[src/rtl/muldiv_pkg.sv]
// muldiv_pkg: shared state encoding, HI/LO opcodes and default width for the mul/div sequencer
package muldiv_pkg;
  localparam int DEFAULT_WIDTH = 32;
  localparam logic [5:0] OP_MULT = 6'b011010;
  localparam logic [5:0] OP_DIV  = 6'b101010;
  localparam logic [5:0] OP_MFHI = 6'b011000;
  localparam logic [5:0] OP_MFLO = 6'b010000;
  typedef enum logic [1:0] {IDLE, RUN, FIX} state_t;
endpackage

[src/rtl/muldiv_negate.sv]
// muldiv_negate: conditional two's-complement negation; neg selects y=-a, otherwise y=a
module muldiv_negate #(
  parameter int W = 32
) (
  input  logic         neg,
  input  logic [W-1:0] a,
  output logic [W-1:0] y
);
  assign y = neg ? -a : a;
endmodule

[src/rtl/muldiv_sequencer.sv]
// muldiv_sequencer: WIDTH-iteration signed shift-add MULT / restoring DIV writing HI/LO; ports: start_mult/start_div/mf_req/flush/rs_val/rt_val in, busy/stall/done/div_zero/hi/lo out
module muldiv_sequencer
  import muldiv_pkg::*;
#(
  parameter int WIDTH = DEFAULT_WIDTH,
  parameter int CNT_W = 6
) (
  input  logic             clk,
  input  logic             rst_n,
  input  logic             start_mult,
  input  logic             start_div,
  input  logic             mf_req,
  input  logic             flush,
  input  logic [WIDTH-1:0] rs_val,
  input  logic [WIDTH-1:0] rt_val,
  output logic             busy,
  output logic             stall,
  output logic             done,
  output logic             div_zero,
  output logic [WIDTH-1:0] hi,
  output logic [WIDTH-1:0] lo
);
  state_t state, state_nxt;
  logic [CNT_W-1:0] cnt;
  logic [WIDTH-1:0] a_mag, b_mag, rs_mag, rt_mag, rem_fix, quo_fix, rsub;
  logic [2*WIDTH-1:0] p, p_nxt, prod_fix;
  logic [WIDTH:0] sum, sh;
  logic sa, sb, is_div, start, last, ge;
  assign start = start_mult | start_div;
  assign last = cnt == CNT_W'(WIDTH-1);
  muldiv_negate #(.W(WIDTH)) u_rs (.neg(rs_val[WIDTH-1]), .a(rs_val), .y(rs_mag));
  muldiv_negate #(.W(WIDTH)) u_rt (.neg(rt_val[WIDTH-1]), .a(rt_val), .y(rt_mag));
  muldiv_negate #(.W(2*WIDTH)) u_prod (.neg(sa ^ sb), .a(p), .y(prod_fix));
  muldiv_negate #(.W(WIDTH)) u_quo (.neg(sa ^ sb), .a(p[WIDTH-1:0]), .y(quo_fix));
  // a zero divisor returns the original dividend, rebuilt from its magnitude and sign
  muldiv_negate #(.W(WIDTH)) u_rem (
    .neg(sa),
    .a(b_mag == '0 ? a_mag : p[2*WIDTH-1:WIDTH]),
    .y(rem_fix)
  );
  // p holds {acc, multiplier} for MULT and {remainder, dividend/quotient} for DIV
  always_comb begin
    sum = {1'b0, p[2*WIDTH-1:WIDTH]} + {1'b0, p[0] ? a_mag : '0};
    sh = {p[2*WIDTH-1:WIDTH], p[WIDTH-1]};
    ge = sh >= {1'b0, b_mag};
    rsub = sh[WIDTH-1:0] - b_mag;
    p_nxt = is_div ? {ge ? rsub : sh[WIDTH-1:0], p[WIDTH-2:0], ge} : {sum, p[WIDTH-1:1]};
  end
  always_ff @(posedge clk or negedge rst_n)
    if (!rst_n) state <= IDLE;
    else state <= state_nxt;
  always_comb begin
    state_nxt = flush ? IDLE
              : state == IDLE ? (start ? RUN : IDLE)
              : state == RUN ? (last ? FIX : RUN)
              : IDLE;
  end
  always_comb begin
    busy = state != IDLE;
    stall = busy & (mf_req | start);
  end
  always_ff @(posedge clk or negedge rst_n)
    if (!rst_n) begin
      cnt <= '0;
      p <= '0;
      a_mag <= '0;
      b_mag <= '0;
      sa <= 1'b0;
      sb <= 1'b0;
      is_div <= 1'b0;
      hi <= '0;
      lo <= '0;
      done <= 1'b0;
      div_zero <= 1'b0;
    end else begin
      done <= 1'b0;
      div_zero <= 1'b0;
      if (!flush) begin
        if (state == IDLE && start) begin
          a_mag <= rs_mag;
          b_mag <= rt_mag;
          sa <= rs_val[WIDTH-1];
          sb <= rt_val[WIDTH-1];
          is_div <= !start_mult;
          cnt <= '0;
          p <= {{WIDTH{1'b0}}, start_mult ? rt_mag : rs_mag};
        end else if (state == RUN) begin
          p <= p_nxt;
          cnt <= cnt + 1'b1;
        end else if (state == FIX) begin
          hi <= is_div ? rem_fix : prod_fix[2*WIDTH-1:WIDTH];
          lo <= is_div ? (b_mag == '0 ? '1 : quo_fix) : prod_fix[WIDTH-1:0];
          done <= 1'b1;
          div_zero <= is_div & (b_mag == '0);
        end
      end
    end
endmodule

[config.mk]
export PLATFORM = sky130hd
export DESIGN_NAME = muldiv_sequencer
export DESIGN_NICKNAME = d
export VERILOG_FILES = /design/src/rtl/muldiv_pkg.sv /design/src/rtl/muldiv_negate.sv /design/src/rtl/muldiv_sequencer.sv
export SDC_FILE = /design/constraint.sdc
export NUM_CORES = 1
export LEC_CHECK = 0
export CORE_MARGIN = 10
export CORE_UTILIZATION = 61
export CTS_BUF_LIST = sky130_fd_sc_hd__clkbuf_4
export DETAILED_ROUTE_END_ITERATION = 6
export PLACE_DENSITY = 0.83
export SLEW_MARGIN = 20
export SYNTH_ARGS = -nofsm -noshare
export SYNTH_HDL_FRONTEND = slang
export SYNTH_SLANG_ARGS = --single-unit
[constraint.sdc]
create_clock -name clk -period 6.3 [get_ports clk]
set_clock_uncertainty 0.05 [all_clocks]
set_input_delay 1.89 -clock clk [delete_from_list [all_inputs] [get_ports clk]]
set_output_delay 1.89 -clock clk [all_outputs]
set_load 0.02 [all_outputs]
# Word level (Yosys, flattened, before mapping)
# Index checks and enable logic that the tools add are counted.
dict set report word_totals {
  reg_bits 205
  out_inout_bits 68
}
dict set report classes {
  add_sub_neg 8
  magnitude_cmp 1
  n_eq_ne 3
  mux 30
  bitwise 8
  reduce_logical 9
}
# cell count
set op_table {}
lappend op_table {{32-bit 2-to-1 mux} 11}
lappend op_table {{64-bit 2-to-1 mux} 4}
lappend op_table {{32-bit negator} 4}
lappend op_table {{64-bit negator} 1}
lappend op_table {{32-bit by 32-bit adder with 33-bit output} 1}
lappend op_table {{33-bit by 32-bit >= comparator with 1-bit output} 1}
lappend op_table {{32-bit zero test} 1}
lappend op_table {{32-bit subtractor} 1}
lappend op_table {{6-bit 2-to-1 mux} 2}
lappend op_table {{1-bit 2-to-1 mux} 9}
lappend op_table {{2-bit 2-to-1 mux} 4}
lappend op_table {{6-bit by 1-bit adder with 6-bit output, second input constant} 1}
lappend op_table {{6-bit by 5-bit equality test with 1-bit output, second input constant} 1}
lappend op_table {{2-bit AND reduction} 2}
lappend op_table {{4-bit AND reduction} 1}
lappend op_table {{2-bit nonzero test} 2}
lappend op_table {{1-bit inverter} 3}
lappend op_table {{1-bit bitwise AND} 2}
lappend op_table {{2-bit by 1-bit equality test with 1-bit output, second input constant} 1}
lappend op_table {{2-bit equality test, second input constant} 1}
lappend op_table {{2-bit zero test} 1}
lappend op_table {{1-bit bitwise OR} 2}
lappend op_table {{1-bit logical AND} 1}
lappend op_table {{1-bit zero test} 1}
lappend op_table {{1-bit bitwise XOR} 1}

# Longest topological paths before layout
dict set report depth {
  ltp_word 6
  mapped_depth 18
}

# Hierarchy
# Synthesis repeated with hierarchy kept, for this count alone.
dict set report hier_totals {
  hier_cells 2308
  area_unflattened_um2 18361.4
}
# mod n_inst cells_each area_per_inst_um2
set modules_own_cells {}
lappend modules_own_cells {muldiv_sequencer 1 1687 13858.3}
lappend modules_own_cells {{muldiv_negate (u_quo ...)} 3 108 767.0}
lappend modules_own_cells {{muldiv_negate (u_prod)} 1 198 1453.9}
lappend modules_own_cells {{muldiv_negate (u_rem)} 1 99 748.2}

# Worst setup path before layout
# Ideal clock, no wire load.
dict set report synth_path {
  kind {input -> output}
  from {in start_mult}
  to {out stall}
  arrival_ps 2858
  setup_slack_ps 1502
  cell_stages 5
  path_buffers 3
  path_cell_list {buf_2 > buf_2 > clkbuf_1 > nor3_1 > nor2_1}
}
dict set report synth_between {
  elab_chain_len 3
}
# item line_no
set synth_lines {}
lappend synth_lines {{start, declared} muldiv_sequencer.sv:10} ;# input logic start_mult,
lappend synth_lines {{1-bit bitwise OR} muldiv_sequencer.sv:29} ;# assign start = start_mult | start_div;
lappend synth_lines {{1-bit bitwise OR} muldiv_sequencer.sv:60} ;# stall = busy & (mf_req | start);
lappend synth_lines {{1-bit bitwise AND} muldiv_sequencer.sv:60}
lappend synth_lines {{end, declared} muldiv_sequencer.sv:17} ;# output logic stall,
# Every way passes these cells.

# Worst setup path after layout
dict set report layout_path {
  from {in start_div}
  to {out stall}
}
dict set report layout_between {
  elab_chain_len 3
}
# item line_no
set layout_lines {}
lappend layout_lines {{start, declared} muldiv_sequencer.sv:11} ;# input logic start_div,
lappend layout_lines {{1-bit bitwise OR} muldiv_sequencer.sv:29}
lappend layout_lines {{1-bit bitwise OR} muldiv_sequencer.sv:60}
lappend layout_lines {{1-bit bitwise AND} muldiv_sequencer.sv:60}
# Every way passes these cells.

==> run_results.csv <==
group,metric,value,unit
status,status,"completed",
worst_setup_path,slowest_stage,"clkdlybuf4s50_1",
clocking,cts_buffer_depth,3,
drt,wl_met2,26700,µm
worst_setup_path,cp_max_fo,3,
placed_design,dp_hpwl,45900,µm
drt,drtIter0Drc,2543,
synthesis,async_flop_share,1.00,
clocking,clkLatencyLatePin,0.76,ns
worst_setup_path,arrival,3.19,ns
synthesis,synth-edff-count,0,
synthesis,netlist_area,17000,µm²
worst_setup_path,cp_num_buf_inv,2,
sta,drv_slew,0,
worst_setup_path,worst-path-stages,4,
global_routing,grt_pass1_vias,16400,
global_routing,antenna_found_initial,1,
worst_setup_path,critical-path-top-delay-family,"buffers and inverters",
power_and_ir_drop,p_leak,8.38,nW
placed_design,place_inst,2587,
min_path,holdPathStages,2,
clocking,ctsResizeCount,0,
sta,fmax,195,MHz
flow_run,cap_violations,0,
drt,met1_length,24700,µm
final_layout,areaGrowthSynthToFinish,13.1,%
min_path,worstHoldStart,"hi[12]",
drt,wl_met3,5930,µm
clocking,cts_made_buffers,56,
worst_setup_path,crit_top_cell,"clkdlybuf4s50_1",
worst_setup_path,path_class,"in -> out",
drt,drt-total-wl,60600,µm
global_routing,grt_usage,0.330,
worst_setup_path,crit_chain,"clkdlybuf4s50_1 > nor3_1 > nor2_1 > clkdlybuf4s50_1",
final_layout,seqCellArea,5130,µm²
final_layout,drive_gt1_frac,0.0672,
synthesis,synth_top_flop_cell,"dfrtp_1",
clocking,cts_setup_buffers,0,
worst_setup_path,worst_setup_path_end_kind,"output port",
worst_setup_path,r2r_start,"b_mag[13]",
sta,setup_viol,0,
sta,setup_tns,0,ns
global_routing,grt_max_degree,119,
floorplan,initial_core_util,0.615,
sta,post-route-min-period,5.13,ns
drt,num_vias,17500,
synthesis,synthTopCellsByArea,"dfrtp_1 (30%), nand2_1 (7.2%), o21ai_0 (6.1%), xor2_1 (5.6%), a21oi_1 (5.4%)",
min_path,hold_class,"reg -> reg",
synthesis,synth_top_area_cell,"dfrtp_1",
worst_setup_path,startpoint_type,"input port",
synthesis,synthesis.instances,2201,
drt,firstDrtPassIters,6,
floorplan,fp-row-count,61,
floorplan,dieArea,35000,µm²
drt,drc,0,
drt,top_layer_used,"met4",
final_layout,multi_input_area,11100,µm²
floorplan,coreArea,27700,µm²
min_path,whs_endpoint,"hi[12]",
drt,wire_per_inst,22.5,µm
worst_setup_path,r2r.worst_path.cells,14,
final_layout,nNetsFinal,2408,
floorplan,dieHeight,187,µm
synthesis,ys_ff_latch,205,
final_layout,finalNonFillerCells,2686,
sta,final_hold_viol_count,0,
clocking,postCtsHoldBufs,0,
worst_setup_path,slowest_delay,0.61,ns
synthesis,syn-mean-instance-area,7.74,µm²
power_and_ir_drop,irDropWorstVdd,219,µV
placed_design,gp_congestion,0.987,
worst_setup_path,r2r-end,"hi[30]",
sta,finalCritPeriodShare,0.814,
synthesis,syn_nets,2342,
drt,avgViaCountPerCell,6.50,
power_and_ir_drop,power.density,419,nW/µm²
drt,drtAntennaViolNets,0,
clocking,htreeDepth,2,
worst_setup_path,r2r_slack,1.48,ns
synthesis,yosysWarnings,0,
sta,worstMarginPinSlew,1.09,ns
synthesis,synth_top_area_frac,0.301,
clocking,clkTransAtPathRegs,0.06,ns
global_routing,grt_overflow,0,
floorplan,num_io_pins,138,
final_layout,nFillCells,2350,
clocking,cts_root_buffer,"clkbuf_4",
clocking,cts_sinks,205,
worst_setup_path,cp.required,4.36,ns
floorplan,die_w,187,µm
synthesis,ys_types,74,
clocking,cts_tree,"built",
global_routing,grt_pass1_wl,93200,µm
placed_design,port_buffers,137,
sta,max_slew_margin,0.268,
worst_setup_path,crit_path_start,"start_div",
sta,rsz0062_at_grt,"false",
synthesis,synth_seq_area_share,0.301,
cell type report:
cell class / count / share of cell area
timing repair buffer: 160 / 0.0804
clock inverter: 13 / 0.00467
inverter: 68 / 0.0132
clock buffer: 84 / 0.0327
sequential: 205 / 0.266
antenna: 2 / 0.000260
multi-input combinational: 1776 / 0.578
tap: 378 / 0.0245
where the power goes:
| part | internal (W) | switching, W |
|---|---|---|
| registers | 0.00157 | 0.000753 |
| logic | 0.00181 | 0.00268 |
| clock network | 0.000649 | 0.000616 |
| total | 0.00403 | 0.00405 |
worst min-delay path, stage by stage, from the launching register on:
cell,delay [ns]
dfrtp_1,0.34
nand2_1,0.05
o21ai_0,0.06
metal layers:
layer / global-route usage / up-vias
li1: - / 7972
met1: 0.430 / 8237
met2: 0.513 / 1021
met3: 0.0757 / 225
met4: 0.152 / 0
met5: 0 / -
sequential cells by signal, summed over array words and instances, names as in the netlist:
| register | cells |
|---|---|
| a_mag | 32 |
| b_mag | 32 |
| cnt | 6 |
| div_zero | 1 |
| done | 1 |
| hi | 32 |
| is_div | 1 |
| lo | 32 |
| p | 64 |
| sa | 1 |
| sb | 1 |
| state | 2 |
cell usage in the layout, fill, tap and decap left out, types with 32 or more instances in the layout:
master | netlist | routed
nor3_1 | 44 | 44
nand3_1 | 40 | 39
dfrtp_1 | 205 | 204
nand2_1 | 327 | 326
o31ai_1 | 32 | 32
nor4_1 | 43 | 43
a21oi_1 | 183 | 183
xor2_1 | 108 | 107
o21ai_0 | 209 | 209
clkdlybuf4s50_1 | 0 | 134
mux2i_1 | 79 | 79
ha_1 | 69 | 69
inv_1 | 68 | 68
xnor2_1 | 104 | 103
clkbuf_4 | 1 | 84
o211ai_1 | 52 | 52
nor2_1 | 166 | 163
and2_1 | 34 | 34
logic make-up after synthesis:
group | after synthesis | synth area share
simple gates | 766 | 0.207
buf+inv | 220 | 0.0490
mux | 85 | 0.0504
fa+ha+maj | 71 | 0.0530
compound gates | 642 | 0.230
flops | 205 | 0.301
xor+xnor | 212 | 0.109
worst max path at each step:
| stage | endpoint | slack (ns) |
|---|---|---|
| final | stall | 1.17 |
| after global routing | stall | 1.07 |
| after CTS | stall | 1.16 |
| after detailed placement | p[30] | 0.81 |
| after global placement | p[30] | 0.88 |
| after floorplan | stall | 1.50 |
synth_stat cells (34+ instances only):
cell type / instances
a21oi_1: 183
and2_1: 34
clkbuf_1: 135
dfrtp_1: 205
ha_1: 69
inv_1: 68
mux2i_1: 79
nand2_1: 327
nand3_1: 40
nor2_1: 166
nor3_1: 44
nor4_1: 43
o211ai_1: 52
o21ai_0: 209
xnor2_1: 104
xor2_1: 108
stage by stage:
step                      setup WS (ns)  hold WS (ns)  power [W]  utilization  area (µm²)
after global placement            0.878         0.410    0.00658        0.670       18600
after floorplan                    1.50         0.391    0.00536            -       17000
final                              1.17         0.427    0.00808        0.696       19300
after detailed placement          0.806         0.419    0.00667        0.670       18600
after CTS                          1.16         0.433    0.00794        0.696       19300
after global routing               1.07         0.450    0.00860        0.696       19300
Power figures use the tool's default switching activity.
